**config.mk**
```make
export PLATFORM = sky130hd
export DESIGN_NAME = master_return_buffer
export DESIGN_NICKNAME = d
export VERILOG_FILES = /design/src/rtl/master_return_buffer.sv
export SDC_FILE = /design/constraint.sdc
export NUM_CORES = 1
export LEC_CHECK = 0
export CAP_MARGIN = 30
export CORE_MARGIN = 1
export CORE_UTILIZATION = 53
export CTS_BUF_LIST = sky130_fd_sc_hd__clkbuf_2
export CTS_CLUSTER_DIAMETER = 100
export DETAILED_ROUTE_END_ITERATION = 16
export PLACE_DENSITY = 0.91
export SYNTH_ARGS = -nofsm -noshare
export SYNTH_HDL_FRONTEND = slang
export SYNTH_SLANG_ARGS = --single-unit
```
**constraint.sdc**
```tcl
create_clock -name ACLK -period 2.65 [get_ports ACLK]
set_input_delay 0.3975 -clock ACLK [delete_from_list [all_inputs] [get_ports ACLK]]
set_output_delay 0.3975 -clock ACLK [all_outputs]
set_load 0.02 [all_outputs]
```
**src/rtl/master_return_buffer.sv**
```systemverilog
// master_return_buffer: per-master FWFT return buffer fed from the granted slave FIFO
module master_return_buffer #(
    parameter int masters            = 2,
    parameter int slaves             = 2,
    parameter int i_am_master_number = 0,
    parameter int data_width         = 32,
    parameter int depth              = 4,
    localparam int mw                = masters > 1 ? $clog2(masters) : 1,
    localparam int sw                = slaves > 1 ? $clog2(slaves) : 1,
    localparam int aw                = $clog2(depth)
) (
    input  logic                                ACLK,
    input  logic                                ARESET,
    input  logic [sw-1:0]                       grant_slave_number,
    input  logic [slaves-1:0]                   slave_fifo_empty,
    input  logic [slaves-1:0][mw-1:0]           slave_master_dest,
    input  logic [slaves-1:0][data_width-1:0]   slave_fifo_data,
    output logic [slaves-1:0]                   slave_fifo_pop,
    output logic                                master_fifo_full,
    output logic [data_width-1:0]               rdata,
    output logic                                rvalid,
    input  logic                                rready,
    output logic [aw:0]                         count
);
    logic [data_width-1:0] mem [depth];
    logic [aw-1:0]         wr_ptr, rd_ptr;
    logic                  push, pop_out;

    assign master_fifo_full = count == (aw+1)'(depth);
    assign rvalid           = count != '0;
    assign rdata            = mem[rd_ptr];
    assign pop_out          = rvalid & rready;
    assign push             = ~ARESET & ~slave_fifo_empty[grant_slave_number]
                            & (slave_master_dest[grant_slave_number] == mw'(i_am_master_number))
                            & ~master_fifo_full;

    // one-hot pop strobe back to the granted slave, only when the grant is usable here
    always_comb begin
        slave_fifo_pop = '0;
        slave_fifo_pop[grant_slave_number] = push;
    end

    // storage write; contents need no reset since count gates visibility
    always_ff @(posedge ACLK) begin
        if (push) mem[wr_ptr] <= slave_fifo_data[grant_slave_number];
    end

    // pointers wrap naturally at depth (power of two); count tracks occupancy
    always_ff @(posedge ACLK) begin
        if (ARESET) begin
            wr_ptr <= '0;
            rd_ptr <= '0;
            count  <= '0;
        end else begin
            if (push) wr_ptr <= wr_ptr + 1'b1;
            if (pop_out) rd_ptr <= rd_ptr + 1'b1;
            count <= count + (aw+1)'(push) - (aw+1)'(pop_out);
        end
    end
endmodule

```
Word-level counts from Yosys, hierarchy flattened
Memories as Yosys holds them, arrays and structs flattened. A register that Yosys moved wholly into a read port is not among the register bits.
Cells that the tools add are included.
{ "word_totals": {"ff_bits": 7, "ram_bits": 128, "in_bits": 72, "output_inout_bits": 39, "wordCells": 34, "memories": 1} }
{ "memory_table": {"columns": ["memory", "words", "word_bits", "rd", "rd_ports_with_merged_regs", "write_ports", "line_no", "text"], "rows": [
  ["mem", 4, 32, 1, 1, 1, "25", "logic [data_width-1:0] mem [depth];"]
]} }
{ "op_classes": {"add_sub_neg": 4, "order_cmp": 2, "eq_ne": 1, "mux": 12, "bitwise_logic": 9, "reduce_logical": 2} }
{ "ops": {"columns": ["cell", "count"], "rows": [
  ["$mux W32", 2],
  ["$mux W1", 7],
  ["$add A2 B1 Y2 const B", 2],
  ["$and A1 B1 Y1", 4],
  ["$mux W2", 2],
  ["$not A1 Y1", 4],
  ["$add A3 B1 Y3", 1],
  ["$eq A3 B3 Y1 const B", 1],
  ["$reduce_bool A3 Y1", 1],
  ["$sub A3 B1 Y3", 1],
  ["$and A2 B2 Y2", 1],
  ["$lt A1 B2 Y1 const B", 1],
  ["$demux W1 S1", 1],
  ["$ge A1 B1 Y1 const B", 1],
  ["$logic_and A1 B1 Y1", 1]
]} }

Longest topological paths before layout
Gate-level depths: netlist of run 1.
{ "logic_depth": {"depth_word": 8, "mapped_depth": 11, "ltp_nobuf": 10} }

Worst setup path before layout of run 1
No wires, ideal clock.
{ "synth_path": {"path_type": "input to register", "start": "in grant_slave_number", "end": "mem mem[0][0], enable pin", "setup_time_ns": 0.392, "arrival_ns": 2.053, "t_required_ns": 2.258, "setup_slack_ns": 0.205, "stages": 4, "n_path_buf": 1, "path_cell_list": "buf_6 > or3_4 > a211oi_4 > and2_1"} }
{ "synth_via": {"elab_chain_len": 8, "elab_cells_between_ends": 11, "classes_between": "mux (6); bitwise (5)"} }
{ "synth_lines": {"columns": ["item", "line_no", "text"], "rows": [
  ["from (decl)", "14", "input logic [sw-1:0] grant_slave_number,"],
  ["$mux W1 (not written as such) (2 in a row)", "33", "assign push = ~ARESET & ~slave_fifo_empty[grant_slave_number]"],
  ["$not A1 Y1", "33", null],
  ["$and A1 B1 Y1", "33", null],
  ["$and A1 B1 Y1 (*)", "34", "& (slave_master_dest[grant_slave_number] == mw'(i_am_master_number))"],
  ["$and A1 B1 Y1 (*)", "35", "& ~master_fifo_full;"],
  ["$mux W1 (*)", "45", "if (push) mem[wr_ptr] <= slave_fifo_data[grant_slave_number];"],
  ["$mux W1 (not written as such) (*)", "45", null],
  ["to (decl)", "25", null]
]} }
Mark *: on every way between the ends. The rest lies on a longest branch, timed or not. The select of a mux whose other input is x is not followed.

==> run metrics, run 1 <==
outcome completed; DR vias/cell 5.43; Comb power frac 28.2%; drt pass-1 iters 4; Site Rows 36; vias in the first global route 3164; Clock Power Share 25.5%; VDD IR max 0.464 mV; CTS Sinks 137; ys flop type edfxtp_1; Synth Area in XOR/XNOR 0.637%; Clk pin slew, worst setup/hold paths 0.19 ns; Longest Clk Path Bufs 2; CTS tree done; MaxCap Viol Count 0; commonest non-fill, non-tap cell in the layout edfxtp_1; leading area contributor after synthesis edfxtp_1; worst hold path class in2reg; most frequent cells in the layout edfxtp_1, clkdlybuf4s50_1, mux4_2, mux2_2, clkbuf_2; Worst-Margin Slew 0.410 ns; CP endpoint kind output port; Fin. Hold Viols 0; switching share of power 27.8%; RePlAce Congestion 0.696; final worst path period need 2.50 ns; First DRT Iteration DRCs 109; WL final 10000 um; hold path startpoint grant_slave_number; Max Fclk 399 MHz; sequential area share after synthesis 73.1%; worst r2r src count[2]$_SDFF_PP0_; die height 104 um; Root Buffer clkbuf_2; largest family of logic cells by synthesized area multiplexers; top cell type's share of synthesized area 69.8%; initial core utilization 55.5%; n_diodes 0; mux contribution to synthesized area 20.0%; clock insertion delay at the later pin of the skew report 0.61 ns; Final Skew 0.0212 ns; synthesis-stage register bit count 137; I/O Buffers 110; CP arrival 2.11 ns; unrepaired setup endpoints after global routing true; post-route design area 7180 um^2; first-pass GRT wire length 15800 um; DP Area 6890 um^2; area grow syn2layout 30.4%; Syn Area/Cell 21.6 um^2; hpwl dp 6400 um; post-layout instance count excluding filler cells 532; crit path launch type register; largest net degree at the start of global routing 31; Final setup violation count 0; Routed Antenna Nets 0; Core Area 9910 um^2; Min Hold Slack 0.376 ns; die footprint 10800 um^2; Mapped Nets 334; grt total ovfl 0; area of the multi-input gates 1410 um^2; fraction of registers with async set/reset 0%; max-slew violations 0; WS Path Type reg2out; Pint 4.00 mW; Req. time, crit path 2.25 ns; I/O pin count 111; Routed WL per cell 18.8 um; Mapped Cells 255; initial antenna violation count 0; Die W 104 um; synthesized area 5500 um^2; H-tree levels 4; EDFF count, synth 128; ratio of cells with drive above 1 in the final layout 32.8%; Adder-Cell Fraction of Synth Area 1.73%; LEAKAGE 2.42 nW; total CTS buffers 17; via count 2888; fill count 627; hold bufs inserted after CTS 0; Distinct cells, synth 28; yosys warns 0; Final period util 94.5%; post-synthesis simple-gate area fraction 2.21%; worst-path fanout max 16; placed insts 499; fin nets 466; Synth Area in Compound Gates 0.841%; Slew Limit Headroom 72.3%; Reg area 4040 um^2; pwr dens 771 nW/um^2; gr usage total 20.0%; drc violations 0; Reg power frac 46.4%; Switching Power 1.54 mW; Synth area leaders edfxtp_1, mux4_2, mux2_2, dfxtp_1, ha_1
==> state kept, by name, summed over array words and instances, names as in the netlist, named ones only <==
register and cells:
wr_ptr 2, rd_ptr 2, mem 128, count 3
==> kinds of logic after synthesis <==
group                    count (synthesis)
flip-flops                             137
multiplexers                            66
AND/OR/NAND/NOR                         20
buffers and inverters                   17
adder cells (fa/ha/maj)                  7
AO/OA/AOI/OAI                            4
XOR/XNOR                                 4
==> timing repair <==
item | 4_1_cts | 5_1_grt
resized for setup | 37 | 40
gates cloned | 1 | 0
setup buffers | 1 | 0
setup endpoints to repair | 35 | 29
==> cell type report <==
cell class,count,share of cell area [%]
clock inverters,14,2.84
well taps,133,2.32
clock buffers,17,1.19
multi-input cells,101,19.7
repair buffers,125,17.5
flip-flops and latches,137,56.2
inverters,5,0.261
==> synthesized netlist by cell type, drive strengths merged, types with 2 or more instances <==
cell type,instances
or3,2
xor2,2
nand2b,2
clkbuf,4
inv,5
buf,8
and2,5
nor2,7
ha,6
edfxtp,128
dfxtp,9
xnor2,2
mux4,32
mux2,33
==> worst max-delay path: stages (launching register included) <==
cell	delay (ns)
dfxtp_4	0.44
buf_12	0.19
mux4_2	0.54
clkdlybuf4s15_1	0.31
==> routing by layer <==
metal | GRT usage, % | vias up | wire [um]
met1 | 23.6 | 1456 | 4080
li1 | - | 1312 | -
met2 | 35.7 | 118 | 5370
met3 | 6.08 | 2 | 540
met4 | 5.20 | 0 | 24
met5 | 0 | - | 0
==> worst paths after layout <==
check / endpoint / slack [ns] / depth (start not counted)
worst max register to register: count[2]$_SDFF_PP0_ / 0.59 / 10
worst max-delay path: rdata[9] / 0.15 / 3
worst min-delay path: wr_ptr[1]$_SDFFE_PP0P_ / 0.38 / 5
worst min register to register: register / 0.55 / 2
==> stage by stage <==
stage | setup WS, ns | utilization (%) | setup TNS [ns] | power [mW]
final | 0.147 | 72.4 | 0 | 5.53
after global routing | -0.0172 | 72.4 | -0.0172 | 5.77
after CTS | 0.00908 | 72.5 | 0 | 5.57
after detailed placement | -0.194 | 69.5 | -0.302 | 4.23
after global placement | -0.0617 | 69.5 | -0.0620 | 4.18
after floorplan | 0.205 | - | 0 | 3.53
==> power by group through the flow <==
stage / clock (mW) / combinational (mW) / sequential (mW)
CTS: 1.43 / 1.57 / 2.56
detailed placement: 0 / 1.63 / 2.59
floorplan: 0 / 0.952 / 2.58
global placement: 0 / 1.59 / 2.58
global route: 1.53 / 1.66 / 2.58
finish: 1.41 / 1.56 / 2.57
Power figures use the tool's default switching activity.
==> run 2, diff against run 1 <==
- CELL_PAD_IN_SITES_DETAIL_PLACEMENT: unset -> 1
- CELL_PAD_IN_SITES_GLOBAL_PLACEMENT: unset -> 1
- CORE_UTILIZATION: 53 -> 45
- PLACE_DENSITY: 0.91 -> 0.9
==> run 2 against run 1 <==
Net effect: power increased by 0.60%; highest routed layer unchanged; worst setup slack got worse by 0.041 ns; core utilization decreased by 12 points; largest cell class unchanged; die area increased by 17%; critical path type unchanged.
==> run metrics, run 2 (same netlist as run 1, synthesis figures left out) <==
die height 113 um; H-tree levels 4; GRT busiest layer met2; initial core utilization 46.0%; worst-path fanout max 5; Design Power 5.57 mW; Total Neg Setup Slack 0 ns; initial antenna violation count 0; met2 Use GR 38.4%; I/O Buffers 110; drt pass-1 iters 4; top flop regs mem x128, count x3; first-pass GRT wire length 18500 um; Site Rows 40; MaxCap Viol Count 0; DR vias/cell 5.29; worst hold path class in2reg; hold bufs inserted after CTS 0; Min Hold Slack 0.320 ns; LEAKAGE 2.41 nW; Final setup violation count 0; die footprint 12700 um^2; switching share of power 30.1%; CP endpoint kind output port; WL final 12100 um; Finished Core Util 60.6%; CTS tree done; I/O pin count 111; Worst-Margin Slew 0.508 ns; Switching Power 1.68 mW; vias in the first global route 3312; Root Buffer clkbuf_2; area grow syn2layout 31.6%; grt total ovfl 0; Clk pin slew, worst setup/hold paths 0.20 ns; Slew Limit Headroom 65.7%; total CTS buffers 17; RePlAce Congestion 0.752; via count 2920; drc violations 0; crit path launch type register; Longest Clk Path Bufs 2; largest net degree at the start of global routing 34; VDD IR max 0.520 mV; Core Area 12000 um^2; Routed Antenna Nets 0; most frequent cells in the layout edfxtp_1, clkdlybuf4s50_1, mux4_2, mux2_2, clkbuf_2; max-slew violations 0; Final Skew 0.0358 ns; fraction of met1 tracks used by global routing 23.1%; n_diodes 0; Max Fclk 393 MHz; Die W 113 um; Pint 3.89 mW; Final period util 96.0%; Clock Power Share 24.3%; Top reg by flops mem; Routed WL per cell 22.0 um; ratio of cells with drive above 1 in the final layout 34.1%; unrepaired setup endpoints after global routing true; CTS Sinks 137; met3 GRT Util 5.08%; Comb power frac 29.3%; gr usage total 20.6%; commonest non-fill, non-tap cell in the layout edfxtp_1; outcome completed; fin nets 471; Reg power frac 46.4%; max reg flops 128; pwr dens 769 nW/um^2; First DRT Iteration DRCs 119; CP arrival 2.15 ns; Req. time, crit path 2.25 ns; hpwl dp 8380 um; clock insertion delay at the later pin of the skew report 0.68 ns; WS Path Type reg2out; final worst path period need 2.54 ns; Fin. Hold Viols 0
## run 2: cell count changes in the layout (fill, tap and decap cells not counted), moves of 2 or more
cell / delta
bufinv_16: -2
dlymetal6s2s_1: -2
buf_4: +2
buf_12: +2
clkinv_4: +4
clkinv_2: -3
inv_6: +3
## run 2: worst paths after layout
check / cells after the start / slack (ns) / start / to
setup / recovery: 3 / 0.11 / register / rdata[2]
hold / removal: 5 / 0.32 / grant_slave_number / wr_ptr[1]$_SDFFE_PP0P_
setup reg to reg: 10 / 0.57 / count[2]$_SDFF_PP0_ / count[2]$_SDFF_PP0_
hold reg to reg: 2 / 0.57 / wr_ptr[1]$_SDFFE_PP0P_ / wr_ptr[1]$_SDFFE_PP0P_
## run 2: critical path: stages, from the launching register on
cell	delay, ns
dfxtp_4	0.48
buf_4	0.16
mux4_2	0.51
dlygate4sd2_1	0.34
## run 2: power by group through the flow
stage	Combinational, mW	Clock (mW)	Sequential [mW]
4_1_cts	1.61	1.38	2.58
2_1_floorplan	0.952	0	2.58
3_5_place_dp	1.67	0	2.63
6_report	1.63	1.35	2.59
5_1_grt	1.73	1.46	2.60
3_3_place_gp	1.61	0	2.62
## run 2: final cells by class
cell class	instances	area, um^2
multi-input combinational	101	1410
inverter	5	18.8
sequential	137	4040
clock buffer	17	85.1
fill	1050	4720
clock inverter	15	190
timing repair buffer	130	1320
tap	147	184
## run 2: stage by stage
stage               setup WS (ns)  cells  area, um^2
finish                      0.106    552        7240
global route             -0.00229    552        7240
CTS                       0.00930    551        7220
detailed placement         -0.195    516        6950
global placement          -0.0752    516        6950
floorplan                   0.205    255        5500
## run 2: per-layer routing
layer  wire, um  up-vias
met5          0        -
met4        119        0
met3        656       11
met2       6630      107
met1       4730     1484
li1           -     1318
## run 2: what timing repair did
action | in CTS | in global routing
setup buffers | 3 | 0
pin swaps | 0 | 0
gates cloned | 0 | 1
endpoints found under the setup margin | 35 | 19
gates resized for setup | 40 | 38
==> run 3, diff against run 2 <==
--- a/config.mk
+++ b/config.mk
@@ -16,2 +16,3 @@
 export PLACE_DENSITY = 0.9
+export SLEW_MARGIN = 20
 export SYNTH_ARGS = -nofsm -noshare
==> constraint.sdc (replaced) <==
create_clock -name ACLK -period 2.65 [get_ports ACLK]
set_input_delay 0.795 -clock ACLK [delete_from_list [all_inputs] [get_ports ACLK]]
set_output_delay 0.795 -clock ACLK [all_outputs]
set_load 0.02 [all_outputs]
==> run 3 against run 2 <==
Net effect: global-route usage down 0.69 points; sequential cell count unchanged; register-to-register slack worse by 0.24 ns; first-iteration DRC count down 9.2%; clock power down 4%; clock skew down 0.013 ns; clock-buffer cell count unchanged; critical path type unchanged; via count up 2.2%; worst hold slack better by 0.24 ns; the flow now finishes with violations (design-rule violations, negative setup slack); non-clock buffer count up 12.
==> run metrics, run 3 (same netlist as run 1, synthesis figures left out) <==
outcome finished with violations; violations in the final reports design-rule violations, negative setup slack; Site Rows 40; Core Area 12000 um^2; clock insertion delay at the later pin of the skew report 0.69 ns; Routed WL per cell 20.5 um; Clk pin slew, worst setup/hold paths 0.19 ns; drc violations 1; cell family with most CP delay multiplexers; initial antenna violation count 0; Worst Path Buf+Inv 2; DR vias/cell 5.29; WP depth 3; Routed Antenna Nets 0; area grow syn2layout 34.3%; first-pass GRT wire length 17800 um; Final setup violation count 32; Longest Clk Path Bufs 2; Critical-path top delay cell mux4_2; Fin. Hold Viols 0; worst path cell trace buf_8 -> mux4_2 -> buf_6; CP arrival 2.01 ns; fin nets 483; Finished Core Util 61.8%; total CTS buffers 17; grt total ovfl 0; top flop regs mem x128, count x3; gr usage total 19.9%; MaxCap Viol Count 0; worst hold path class reg2reg; commonest non-fill, non-tap cell in the layout edfxtp_1; CP endpoint kind output port; RR Endpoint count[2]$_SDFF_PP0_; r2r setup slk 0.33 ns; Req. time, crit path 1.86 ns; I/O pin count 111; H-tree levels 4; max-slew violations 0; ratio of cells with drive above 1 in the final layout 44.1%; RePlAce Congestion 0.768; Max Fclk 356 MHz; worst-path fanout max 7; worst reg-to-reg path cell count 12; Top reg by flops mem; drt pass-1 iters 10; n_diodes 0; Slew Limit Headroom 69.5%; final worst path period need 2.81 ns; I/O Buffers 110; pwr dens 775 nW/um^2; Final period util 106%; crit path launch type register; DP Area 7010 um^2; fill count 1028; worst setup margin -0.159 ns; most frequent cells in the layout edfxtp_1, clkdlybuf4s50_1, buf_6; Final Skew 0.0227 ns; Min Hold Slack 0.560 ns; CP max stage delay 0.54 ns; Root Buffer clkbuf_2; unrepaired setup endpoints after global routing true; die footprint 12700 um^2; largest net degree at the start of global routing 22; WL final 11600 um; worst r2r src count[0]$_SDFF_PP0_; initial core utilization 46.0%; CTS Sinks 137; Design Power 5.73 mW; vias in the first global route 3350; Critical Path Sink rdata[31]; WS Path Type reg2out; hpwl dp 7930 um; Die W 113 um; Place WS -0.775 ns; post-route design area 7390 um^2; via count 2984; LEAKAGE 2.53 nW; VDD IR max 0.473 mV; Worst-Margin Slew 0.457 ns; die height 113 um; CTS tree done; max reg flops 128; First DRT Iteration DRCs 108
run 3: changes by cell type in the layout (fill, tap and decap cells not counted), moves of 2 or more:
| cell | previous run | this run |
|---|---|---|
| clkinvlp_4 | 2 | 4 |
| clkdlybuf4s50_1 | 76 | 66 |
| clkdlybuf4s15_1 | 19 | 1 |
| clkbuf_2 | 26 | 20 |
| inv_6 | 4 | 2 |
| dlygate4sd2_1 | 5 | 2 |
| buf_2 | 1 | 3 |
| buf_8 | 0 | 2 |
| buf_4 | 10 | 23 |
| buf_6 | 1 | 34 |
run 3: metal layers:
layer / share of wire [%] / up-vias / global-route usage (%)
met5: 0 / - / 0
met4: 2.4 / 0 / 8.53
met3: 4.3 / 24 / 5.83
met2: 55 / 100 / 35.9
met1: 38 / 1517 / 21.7
li1: - / 1343 / -
run 3: power by group:
group | switching, mW | total (mW) | internal, mW
registers | 0.0874 | 2.57 | 2.48
clock network | 0.770 | 1.30 | 0.526
logic | 0.834 | 1.86 | 1.03
total | 1.69 | 5.73 | 4.04
run 3: tightest hold or removal path: stages (launching register included):
cell	delay, ns
dfxtp_1	0.39
nand2b_1	0.09
mux2i_1	0.06
run 3: worst min-delay path by stage:
| stage | start | end | depth (start not counted) | slack [ns] |
|---|---|---|---|---|
| global route | slave_fifo_empty[1] | wr_ptr[1]$_SDFFE_PP0P_ | 5 | 0.53 |
| finish | wr_ptr[1]$_SDFFE_PP0P_ | wr_ptr[1]$_SDFFE_PP0P_ | 2 | 0.56 |
| detailed placement | wr_ptr[1]$_SDFFE_PP0P_ | wr_ptr[1]$_SDFFE_PP0P_ | 2 | 0.54 |
| global placement | wr_ptr[1]$_SDFFE_PP0P_ | wr_ptr[1]$_SDFFE_PP0P_ | 2 | 0.50 |
| floorplan | wr_ptr[1]$_SDFFE_PP0P_ | wr_ptr[1]$_SDFFE_PP0P_ | 2 | 0.48 |
| CTS | wr_ptr[1]$_SDFFE_PP0P_ | wr_ptr[1]$_SDFFE_PP0P_ | 2 | 0.57 |
run 3: metrics by stage:
stage	TNS, ns	instances
after CTS	-7.74	562
final	-4.10	564
after detailed placement	-16.15	526
after floorplan	-0.335	255
after global placement	-8.23	526
after global routing	-8.14	564
run 3: timing repair:
item,CTS,global route
buffers inserted,3,5
pin swaps,4,4
resized for setup,221,24
hold buffers,0,0
cloned,1,0
setup endpoints to repair,39,34
run 3: area by class of cell:
cell class	count	area [um^2]	share of cell area, %
Multi-Input combinational cell	101	1430	19.3
Clock buffer	17	85.1	1.15
Tap cell	147	184	2.49
Clock inverter	15	176	2.39
Inverter	5	18.8	0.254
Timing Repair Buffer	142	1460	19.7
Sequential cell	137	4040	54.7
